**src/rtl/hazard_stall_controller.sv**
```systemverilog
// ----------------------------------------------------------------------------
// hazard_stall_controller
//
// Purpose:
//   Read-after-write hazard detection and pipeline sequencing beside the
//   decoder. A 3-entry scoreboard tracks the destination registers in flight
//   in EX, MEM and WB. On a hazard the controller holds PC and IF/ID and
//   inserts a bubble into ID/EX. A taken branch in EX flushes IF/ID and
//   bubbles ID/EX, and it overrides any stall in the same cycle.
//
// Build option:
//   FORWARDING_EN  When defined, only load-use hazards stall. Registered
//                  forward selects steer the EX operand muxes. When not
//                  defined, every in-window RAW match stalls and the selects
//                  stay 00.
//
// Parameters:
//   REGFILE_WRITE_THROUGH  1: the register file bypasses a same-cycle WB
//                          write to ID reads, so the WB entry is ignored.
//                          0: the WB entry is also compared.
//   CNT_W                  Width of the saturating performance counters.
//
// Ports:
//   clk                      clock, rising edge
//   rst                      synchronous reset, active low
//   id_valid                 ID holds a real instruction
//   id_rs_addr/id_rt_addr    source register addresses
//   id_uses_rs/id_uses_rt    instruction reads rs / rt
//   id_ifWriteRegsFile       instruction writes the register file
//   id_registerWriteAddress  destination register
//   id_isLoad                write-back data comes from memory
//   ex_branchTaken           branch resolved taken in EX
//   id_shouldStall           hazard stall (combinational)
//   pc_write_en              PC write enable
//   if_id_write_en           IF/ID write enable
//   if_id_flush              IF/ID flush
//   id_ex_bubble             force all ID/EX control bits to 0
//   ex_fwd_rs_sel            forward select for A: 00 regfile, 01 EX/MEM, 10 MEM/WB
//   ex_fwd_rt_sel            forward select for B, same encoding
//   stall_count              saturating count of stall cycles
//   flush_count              saturating count of taken-branch cycles
// ----------------------------------------------------------------------------
module hazard_stall_controller #(
    parameter bit REGFILE_WRITE_THROUGH = 1'b1,
    parameter int CNT_W                 = 32
) (
    input  logic             clk,
    input  logic             rst,
    input  logic             id_valid,
    input  logic [4:0]       id_rs_addr,
    input  logic [4:0]       id_rt_addr,
    input  logic             id_uses_rs,
    input  logic             id_uses_rt,
    input  logic             id_ifWriteRegsFile,
    input  logic [4:0]       id_registerWriteAddress,
    input  logic             id_isLoad,
    input  logic             ex_branchTaken,
    output logic             id_shouldStall,
    output logic             pc_write_en,
    output logic             if_id_write_en,
    output logic             if_id_flush,
    output logic             id_ex_bubble,
    output logic [1:0]       ex_fwd_rs_sel,
    output logic [1:0]       ex_fwd_rt_sel,
    output logic [CNT_W-1:0] stall_count,
    output logic [CNT_W-1:0] flush_count
);

    typedef struct packed {
        logic       valid;
        logic [4:0] waddr;
        logic       load;
    } sb_entry_t;

    localparam logic [1:0] SEL_RF  = 2'b00;
    localparam logic [1:0] SEL_EXM = 2'b01;
    localparam logic [1:0] SEL_MWB = 2'b10;

    sb_entry_t ex_q, mem_q, wb_q;
    sb_entry_t ex_d;

    logic [1:0]       rs_sel_q, rs_sel_d;
    logic [1:0]       rt_sel_q, rt_sel_d;
    logic [CNT_W-1:0] stall_cnt_q, stall_cnt_d;
    logic [CNT_W-1:0] flush_cnt_q, flush_cnt_d;

    logic rs_ex, rs_mem, rs_wb;
    logic rt_ex, rt_mem, rt_wb;
    logic hazard;
    logic stall;
    logic bubble;

    // Register 0 is hard-wired, so a write to it never creates a dependency.
    function automatic logic sb_hit(input sb_entry_t e, input logic [4:0] r,
                                    input logic use_bit);
        return e.valid & (e.waddr == r) & (r != 5'd0) & use_bit;
    endfunction

    always_comb begin
        rs_ex  = sb_hit(ex_q,  id_rs_addr, id_uses_rs);
        rs_mem = sb_hit(mem_q, id_rs_addr, id_uses_rs);
        rs_wb  = sb_hit(wb_q,  id_rs_addr, id_uses_rs);
        rt_ex  = sb_hit(ex_q,  id_rt_addr, id_uses_rt);
        rt_mem = sb_hit(mem_q, id_rt_addr, id_uses_rt);
        rt_wb  = sb_hit(wb_q,  id_rt_addr, id_uses_rt);
    end

`ifdef FORWARDING_EN
    // A load result is not available until after MEM, so a reader directly
    // behind a load must wait one cycle. Every other case is forwarded.
    assign hazard = ex_q.load & (rs_ex | rt_ex);
`else
    assign hazard = rs_ex | rt_ex | rs_mem | rt_mem |
                    (~REGFILE_WRITE_THROUGH & (rs_wb | rt_wb));
`endif

    // A taken branch discards the ID instruction, so its hazard is irrelevant.
    assign stall  = ~ex_branchTaken & id_valid & hazard;
    assign bubble = stall | ex_branchTaken | ~id_valid;

    assign id_shouldStall = stall;
    assign pc_write_en    = ~stall;
    assign if_id_write_en = ~stall;
    assign if_id_flush    = ex_branchTaken;
    assign id_ex_bubble   = bubble;

    // A bubble enters EX as an invalid entry so it can never match later.
    always_comb begin
        ex_d = '0;
        if (!bubble) begin
            ex_d.valid = id_valid & id_ifWriteRegsFile;
            ex_d.waddr = id_registerWriteAddress;
            ex_d.load  = id_isLoad;
        end
    end

`ifdef FORWARDING_EN
    // The youngest producer wins: EX is newer than MEM. An EX load never
    // reaches this mux because that case stalls and bubbles instead.
    always_comb begin
        rs_sel_d = SEL_RF;
        rt_sel_d = SEL_RF;
        if (!bubble) begin
            if (rs_ex && !ex_q.load) rs_sel_d = SEL_EXM;
            else if (rs_mem)         rs_sel_d = SEL_MWB;
            if (rt_ex && !ex_q.load) rt_sel_d = SEL_EXM;
            else if (rt_mem)         rt_sel_d = SEL_MWB;
        end
    end
`else
    always_comb begin
        rs_sel_d = SEL_RF;
        rt_sel_d = SEL_RF;
    end
`endif

    // Saturating counters: they hold at all-ones instead of wrapping.
    always_comb begin
        stall_cnt_d = stall_cnt_q;
        flush_cnt_d = flush_cnt_q;
        if (stall && (stall_cnt_q != {CNT_W{1'b1}}))
            stall_cnt_d = stall_cnt_q + CNT_W'(1);
        if (ex_branchTaken && (flush_cnt_q != {CNT_W{1'b1}}))
            flush_cnt_d = flush_cnt_q + CNT_W'(1);
    end

    always_ff @(posedge clk) begin
        if (!rst) begin
            ex_q        <= '0;
            mem_q       <= '0;
            wb_q        <= '0;
            rs_sel_q    <= SEL_RF;
            rt_sel_q    <= SEL_RF;
            stall_cnt_q <= '0;
            flush_cnt_q <= '0;
        end else begin
            ex_q        <= ex_d;
            mem_q       <= ex_q;
            wb_q        <= mem_q;
            rs_sel_q    <= rs_sel_d;
            rt_sel_q    <= rt_sel_d;
            stall_cnt_q <= stall_cnt_d;
            flush_cnt_q <= flush_cnt_d;
        end
    end

    assign ex_fwd_rs_sel = rs_sel_q;
    assign ex_fwd_rt_sel = rt_sel_q;
    assign stall_count   = stall_cnt_q;
    assign flush_count   = flush_cnt_q;

    // The load bit of the older stages, and the whole WB entry in some
    // builds, does not affect any output. It is kept so that every stage has
    // the same shape.
    logic sb_unused;
    assign sb_unused = ^{mem_q.load, wb_q, rs_wb, rt_wb};

endmodule

```
**config.mk**
```make
export PLATFORM = sky130hd
export DESIGN_NAME = hazard_stall_controller
export DESIGN_NICKNAME = d
export VERILOG_FILES = /design/src/rtl/hazard_stall_controller.sv
export SDC_FILE = /design/constraint.sdc
export NUM_CORES = 1
export LEC_CHECK = 0
export BUFFER_PORTS_ARGS = -buffer_cell sky130_fd_sc_hd__clkbuf_2
export CAP_MARGIN = 10
export CORE_ASPECT_RATIO = 1.25
export CORE_MARGIN = 1.5
export CORE_UTILIZATION = 30
export DETAILED_ROUTE_END_ITERATION = 10
export PLACE_DENSITY = 0.6
export SKIP_LAST_GASP = 1
export SLEW_MARGIN = 20
export SYNTH_ARGS = -nofsm -noshare
export SYNTH_HDL_FRONTEND = slang
export SYNTH_SLANG_ARGS = --single-unit
```
**constraint.sdc**
```tcl
create_clock -name clk -period 2.8 [get_ports clk]
set_clock_uncertainty 0.05 [all_clocks]
set_input_delay 0.28 -clock clk [delete_from_list [all_inputs] [get_ports clk]]
set_output_delay 0.28 -clock clk [all_outputs]
set_load 0.005 [all_outputs]
```
# After elaboration in Yosys (flattened, before gate mapping)
# Cells that the tools add are included.
# word_totals
out_inout_bits	73
register_bits	76
input_bits	23
word_cells	43
# op_classes
addsub	2
bitwise_logic	24
reduce_logical	5
eq_ne	6
# op_table
cell	n
32-bit by 1-bit adder with 32-bit output (second input constant)	2
32-bit inequality test (second input constant)	2
5-bit == test	4
1-bit bitwise AND	15
5-bit nonzero test	2
1-bit bitwise OR	5
1-bit inverter	4
1-bit logical AND	2
2-bit OR reduction	1

# Logic depth before layout (Yosys ltp)
# depth
word_depth	11
depth_mapped	9
ltp_nobuf	7

# Worst setup path before layout
# No wires, ideal clock.
# synth_path
path_kind	in2out
from	input id_rs_addr[1]
to	output pc_write_en
arrival_ns	1.824
setup_slack_ns	0.646
required_time_ns	2.470
cell_stages	7
path_buffers	3
cell_sequence	or4_1 -> o21ai_0 -> nor3b_1 -> a32oi_2 -> buf_2 -> buf_4 -> buf_4
# synth_between
elab_chain_cells	9
# synth_rtl
item	line	text
start, declared	50	input logic [4:0] id_rs_addr,
5-bit == test	96	return e.valid & (e.waddr == r) & (r != 5'd0) & use_bit;
1-bit bitwise AND (3 in a row)	96	
1-bit bitwise OR	113	assign hazard = rs_ex | rt_ex | rs_mem | rt_mem |
1-bit bitwise OR (*) (2 in a row)	113	
1-bit bitwise AND (*)	118	assign stall = ~ex_branchTaken & id_valid & hazard;
1-bit inverter (*)	--	
end, declared	59	output logic pc_write_en,
# Every way passes the cells marked *; elsewhere a longest branch is shown, timed or not.

# Worst setup path in the final report
# layout_path
from	input id_rs_addr[1]
to	output id_shouldStall
# layout_between
elab_chain_cells	8
# layout_rtl
item	line	text
5-bit == test	96	
1-bit bitwise AND (3 in a row)	96	
1-bit bitwise OR	113	
1-bit bitwise OR (*) (2 in a row)	113	
1-bit bitwise AND (*)	118	
end, declared	58	output logic id_shouldStall,
# Marked as above.

==> results by stage <==
Logic synthesis:
- Of the post-synthesis cell area, the dominant cell type holds between 30% and 40%.
- The biggest area contributor in the post-synthesis netlist is sky130_fd_sc_hd__dfxtp_1.
- In this run the cell area of the synthesized design comes to roughly 0.0039 mm^2.
- After synthesis, the share of flip-flops with an asynchronous set or reset is 0%.
- For this run, the leading register cell type out of synthesis is sky130_fd_sc_hd__dfxtp_1.
- The synthesized netlist contains 48 unique library cells.
- The number of enable-type register cells in the synthesized netlist is 0.
- A synthesized cell averages approximately 8.4 um^2.
- Synthesis produced approximately 470 cells.
- The sequential share of the synthesized area is approximately two fifths.
- The number of synthesized register bits is 76.
- The warning count from the yosys run is 0.
- Yosys attributes the largest share of cell area to sky130_fd_sc_hd__dfxtp_1, sky130_fd_sc_hd__xnor2_1, sky130_fd_sc_hd__nand4_1.

Timing:
- The worst pin sits at a relative slew slack of 57.75%.
- The worst hold-check slack is between 90 and 100 ps.
- The time the worst path needs with I/O delays and setup is ~2400 ps.
- The setup slack after layout is between 400 and 500 ps.
- The final critical path takes up between 80% and 90% of the cycle.
- The number of max-slew violations in the final report is 0.
- The final number of hold-violating endpoints came to 0.
- The final sum of negative setup slack is 0 ps.
- Setup violations remaining at the end of the flow were counted as 0.
- At the pin with the least slew margin, the transition time is roughly 630 ps.
- Based on the critical path, the design can be clocked at up to roughly 0.42 GHz.
- Setup repair after global routing left no endpoint under its margin.

Status:
- The flow ran to the end, and the final reports show no timing, DRC or antenna violations.

Placed design:
- The number of placed cells counting well taps is 710.
- The congestion estimate from routability-driven global placement came to 0.8694.
- The detailed placer's ending HPWL is 7402 um.
- Buffers placed on the I/O ports in this run total 90.
- Timing analysis after detailed placement gives a worst setup slack of 350.1 ps.

Drt:
- The number of DRC violations after detailed routing is 0.
- Dividing the detail-routed wire length by the instance count gives around 14 um.
- For this block, the initial DRC count from the detailed router was ~110.
- The residual antenna-violating net count after detailed routing is 0.
- The first detailed-routing pass ran for 4 iterations.
- The detailed router placed around 3.7k vias in this run.
- In the routed layout, each cell is associated on average with a via count of slightly above 5.
- The final wirelength is ~10000 um.

Floorplanning:
- The die outline area is around 0.014 mm^2.
- During I/O placement, the number of pins put on the boundary was between 90 and 100.
- The placeable core area is 0.01272 mm^2.
- The row count is 46.
- The chip height is roughly 130 um.
- The initial core utilization is between 30 and 40%.
- The overall die width is 105.3 um.

GRT:
- The initial antenna violation count was 0.
- The global-route usage over all layers is around 15%.
- The final global-route overflow total is 0.
- The via count of the first global-routing pass is about 3.4k.
- The global-route wire length before repair is ~16000 um.
- The pin count of the biggest net entering global routing is 34.

Worst setup path:
- Along the worst path, the maximum fanout reaches 33.
- The worst-path cell with the longest stage delay is sky130_fd_sc_hd__or4_1.
- Traced cell by cell, the critical path runs through clkbuf_2, or4_1, o21ai_0, nor3b_1, a32oi_4, buf_12, inv_1, clkbuf_2.
- The source of the critical timing path is id_rs_addr[1].
- The data arrival time of the critical path is between 2000 and 2500 ps.
- Together, buffers and inverters on the worst path number 4.
- The delay of the slowest cell on the worst path is approximately 510 ps.
- STA classifies the critical path endpoint as an output pin.
- The worst setup path is launched from an input port.
- The required time of the critical path is roughly 2500 ps.
- Grouping stages by cell kind, the critical path spends the most delay in compound AO/OA/AOI/OAI gates.
- The cell type with the highest occurrence count on the critical path is sky130_fd_sc_hd__clkbuf_2.
- The worst reg2reg path startpoint is flush_count[25].
- The worst setup path is of the in2out kind.

CTS:
- Clock latency on the worst-skew pair, taken at its later pin, is 330 ps.
- The number of buffers inserted to repair setup after CTS is 0.
- The sink count of the clock tree is 76.
- The clock passes through at most 2 buffers.
- The number of hold-repair buffers added at the cts stage is 0.
- The CTS tree is done.
- After clock tree synthesis, the repair step resized 0 gates.
- The tree is rooted in a sky130_fd_sc_hd__clkbuf_16.
- The TritonCTS buffer count is 9.
- Clock-pin slew was measured on the worst setup and hold paths at around 60 ps.
- The clock tree synthesis step divided the H-tree into 3 levels.

Final layout:
- Of the cells placed in the final design, the portion with a size suffix greater than 1 is a little under a quarter.
- Compared with the post-synthesis result, the final layout area differs by 24.51%.
- The post-layout utilization of the core is between 30 and 40%.
- The final layout net count is slightly below 600.
- The count of fill cells added during filler insertion is 1331.
- The number of antenna diodes in the final layout is 0.
- The footprint of the multi-input gates is between 0.002 and 0.0025 mm^2.
- The sequential cells in the finished layout cover a total of about 0.0015 mm^2.
- The final cell count without fillers is ~730.

Pwr:
- The worst-case IR drop observed on VDD is roughly 0.00021 V.
- For this design the static power due to leakage is between 0.0015 and 0.002 uW.
- The power density of the placed cells is 501.7 mW/mm^2.

Hold path:
- The startpoint identified for the worst hold timing path is id_ifWriteRegsFile.
- The path class of the tightest hold or removal check is in2reg.

Flow run:
- The max-cap check violation count is 0.
flip-flops by register name (all words and copies together), names as in the netlist:
name and count:
stall_count 32, ex_q 6, mem_q 6, flush_count 32
metrics by stage:
| step | instance area, um^2 | power (uW) |
|---|---|---|
| final | 4888 | 2453 |
| after global routing | 4888 | 2562 |
| after CTS | 4888 | 2498 |
| after detailed placement | 4566 | 1216 |
| after global placement | 4566 | 1213 |
| after floorplan | 3938 | 1178 |
final timing paths:
path	endpoint	slack, ps	cells past startpoint
worst min-delay path	ex_q[6]	90	2
worst max register to register	flush_count[31]	400	6
worst min register to register	stall_count[12]	450	2
worst max-delay path	id_shouldStall	400	8
logic make-up after synthesis:
family	share of synthesized area, %
AND/OR/NAND/NOR	32.47
flip-flops	38.75
AO/OA/AOI/OAI	11.50
XOR/XNOR	9.815
buffers and inverters	5.194
multiplexers	1.530
adder cells (fa/ha/maj)	0.6372
other	0.09551
metal layers:
layer	up-vias	GRT usage [%]	share of wire, %
met5	-	0	0
met4	0	5.318	1.1
met3	12	4.117	5.1
met2	85	25.64	49
met1	1742	17.44	45
li1	1853	-	-
synth_stat cells (all sizes together) (4+ instances only):
| library cell | count |
|---|---|
| nand3 | 18 |
| inv | 7 |
| nor4 | 4 |
| nand4 | 29 |
| buf | 17 |
| nand2b | 8 |
| or4 | 21 |
| a21oi | 31 |
| o21ai | 19 |
| xor2 | 18 |
| dfxtp | 76 |
| and2 | 18 |
| nor2 | 34 |
| or3 | 18 |
| mux2i | 6 |
| nand2 | 36 |
| and3 | 16 |
| and4 | 8 |
| xnor2 | 26 |
| clkbuf | 15 |
| o31ai | 15 |
power breakdown:
group / switching (uW) / leakage (uW) / internal (uW) / total, uW
clock network: 477 / 0.000152 / 785 / 1260
logic: 53.6 / 0.00105 / 40.5 / 94.0
registers: 8.33 / 0.000613 / 1090 / 1100
cells in the final DEF, fill, tap and decap left out, types with 3 or more instances in the layout:
cell type	synthesis	layout
sky130_fd_sc_hd__nand2_1	36	36
sky130_fd_sc_hd__o21ai_0	18	18
sky130_fd_sc_hd__clkbuf_2	0	90
sky130_fd_sc_hd__and4_1	8	8
sky130_fd_sc_hd__dfxtp_1	76	76
sky130_fd_sc_hd__inv_1	7	7
sky130_fd_sc_hd__nor2_1	34	34
sky130_fd_sc_hd__nor4_1	3	3
sky130_fd_sc_hd__nand2b_1	8	8
sky130_fd_sc_hd__nand4_1	29	29
sky130_fd_sc_hd__and2_1	18	18
sky130_fd_sc_hd__conb_1	1	4
sky130_fd_sc_hd__a21oi_1	31	31
sky130_fd_sc_hd__or4_1	19	19
sky130_fd_sc_hd__o31ai_1	15	15
sky130_fd_sc_hd__clkbuf_16	0	9
sky130_fd_sc_hd__or3_1	18	18
sky130_fd_sc_hd__xor2_1	18	18
sky130_fd_sc_hd__buf_4	10	14
sky130_fd_sc_hd__and3_1	16	16
sky130_fd_sc_hd__nand3_1	18	18
sky130_fd_sc_hd__mux2i_1	6	6
sky130_fd_sc_hd__xnor2_1	26	26
worst register-to-register path, delay by kind of cell, from the launching register on:
| family | cells | cell delay [ps] |
|---|---|---|
| AO/OA/AOI/OAI | 1 | 710 |
| multiplexers | 1 | 160 |
| flip-flops | 1 | 440 |
| AND/OR/NAND/NOR | 4 | 970 |
final cells by class:
class	instances	share of cell area (%)
Timing Repair Buffer	105	11.77
Inverter	7	0.5375
Multi-Input combinational cell	354	45.66
Sequential cell	76	31.12
Clock inverter	7	1.996
Clock buffer	9	4.607
Tap cell	168	4.300
Power figures use the tool's default switching activity.
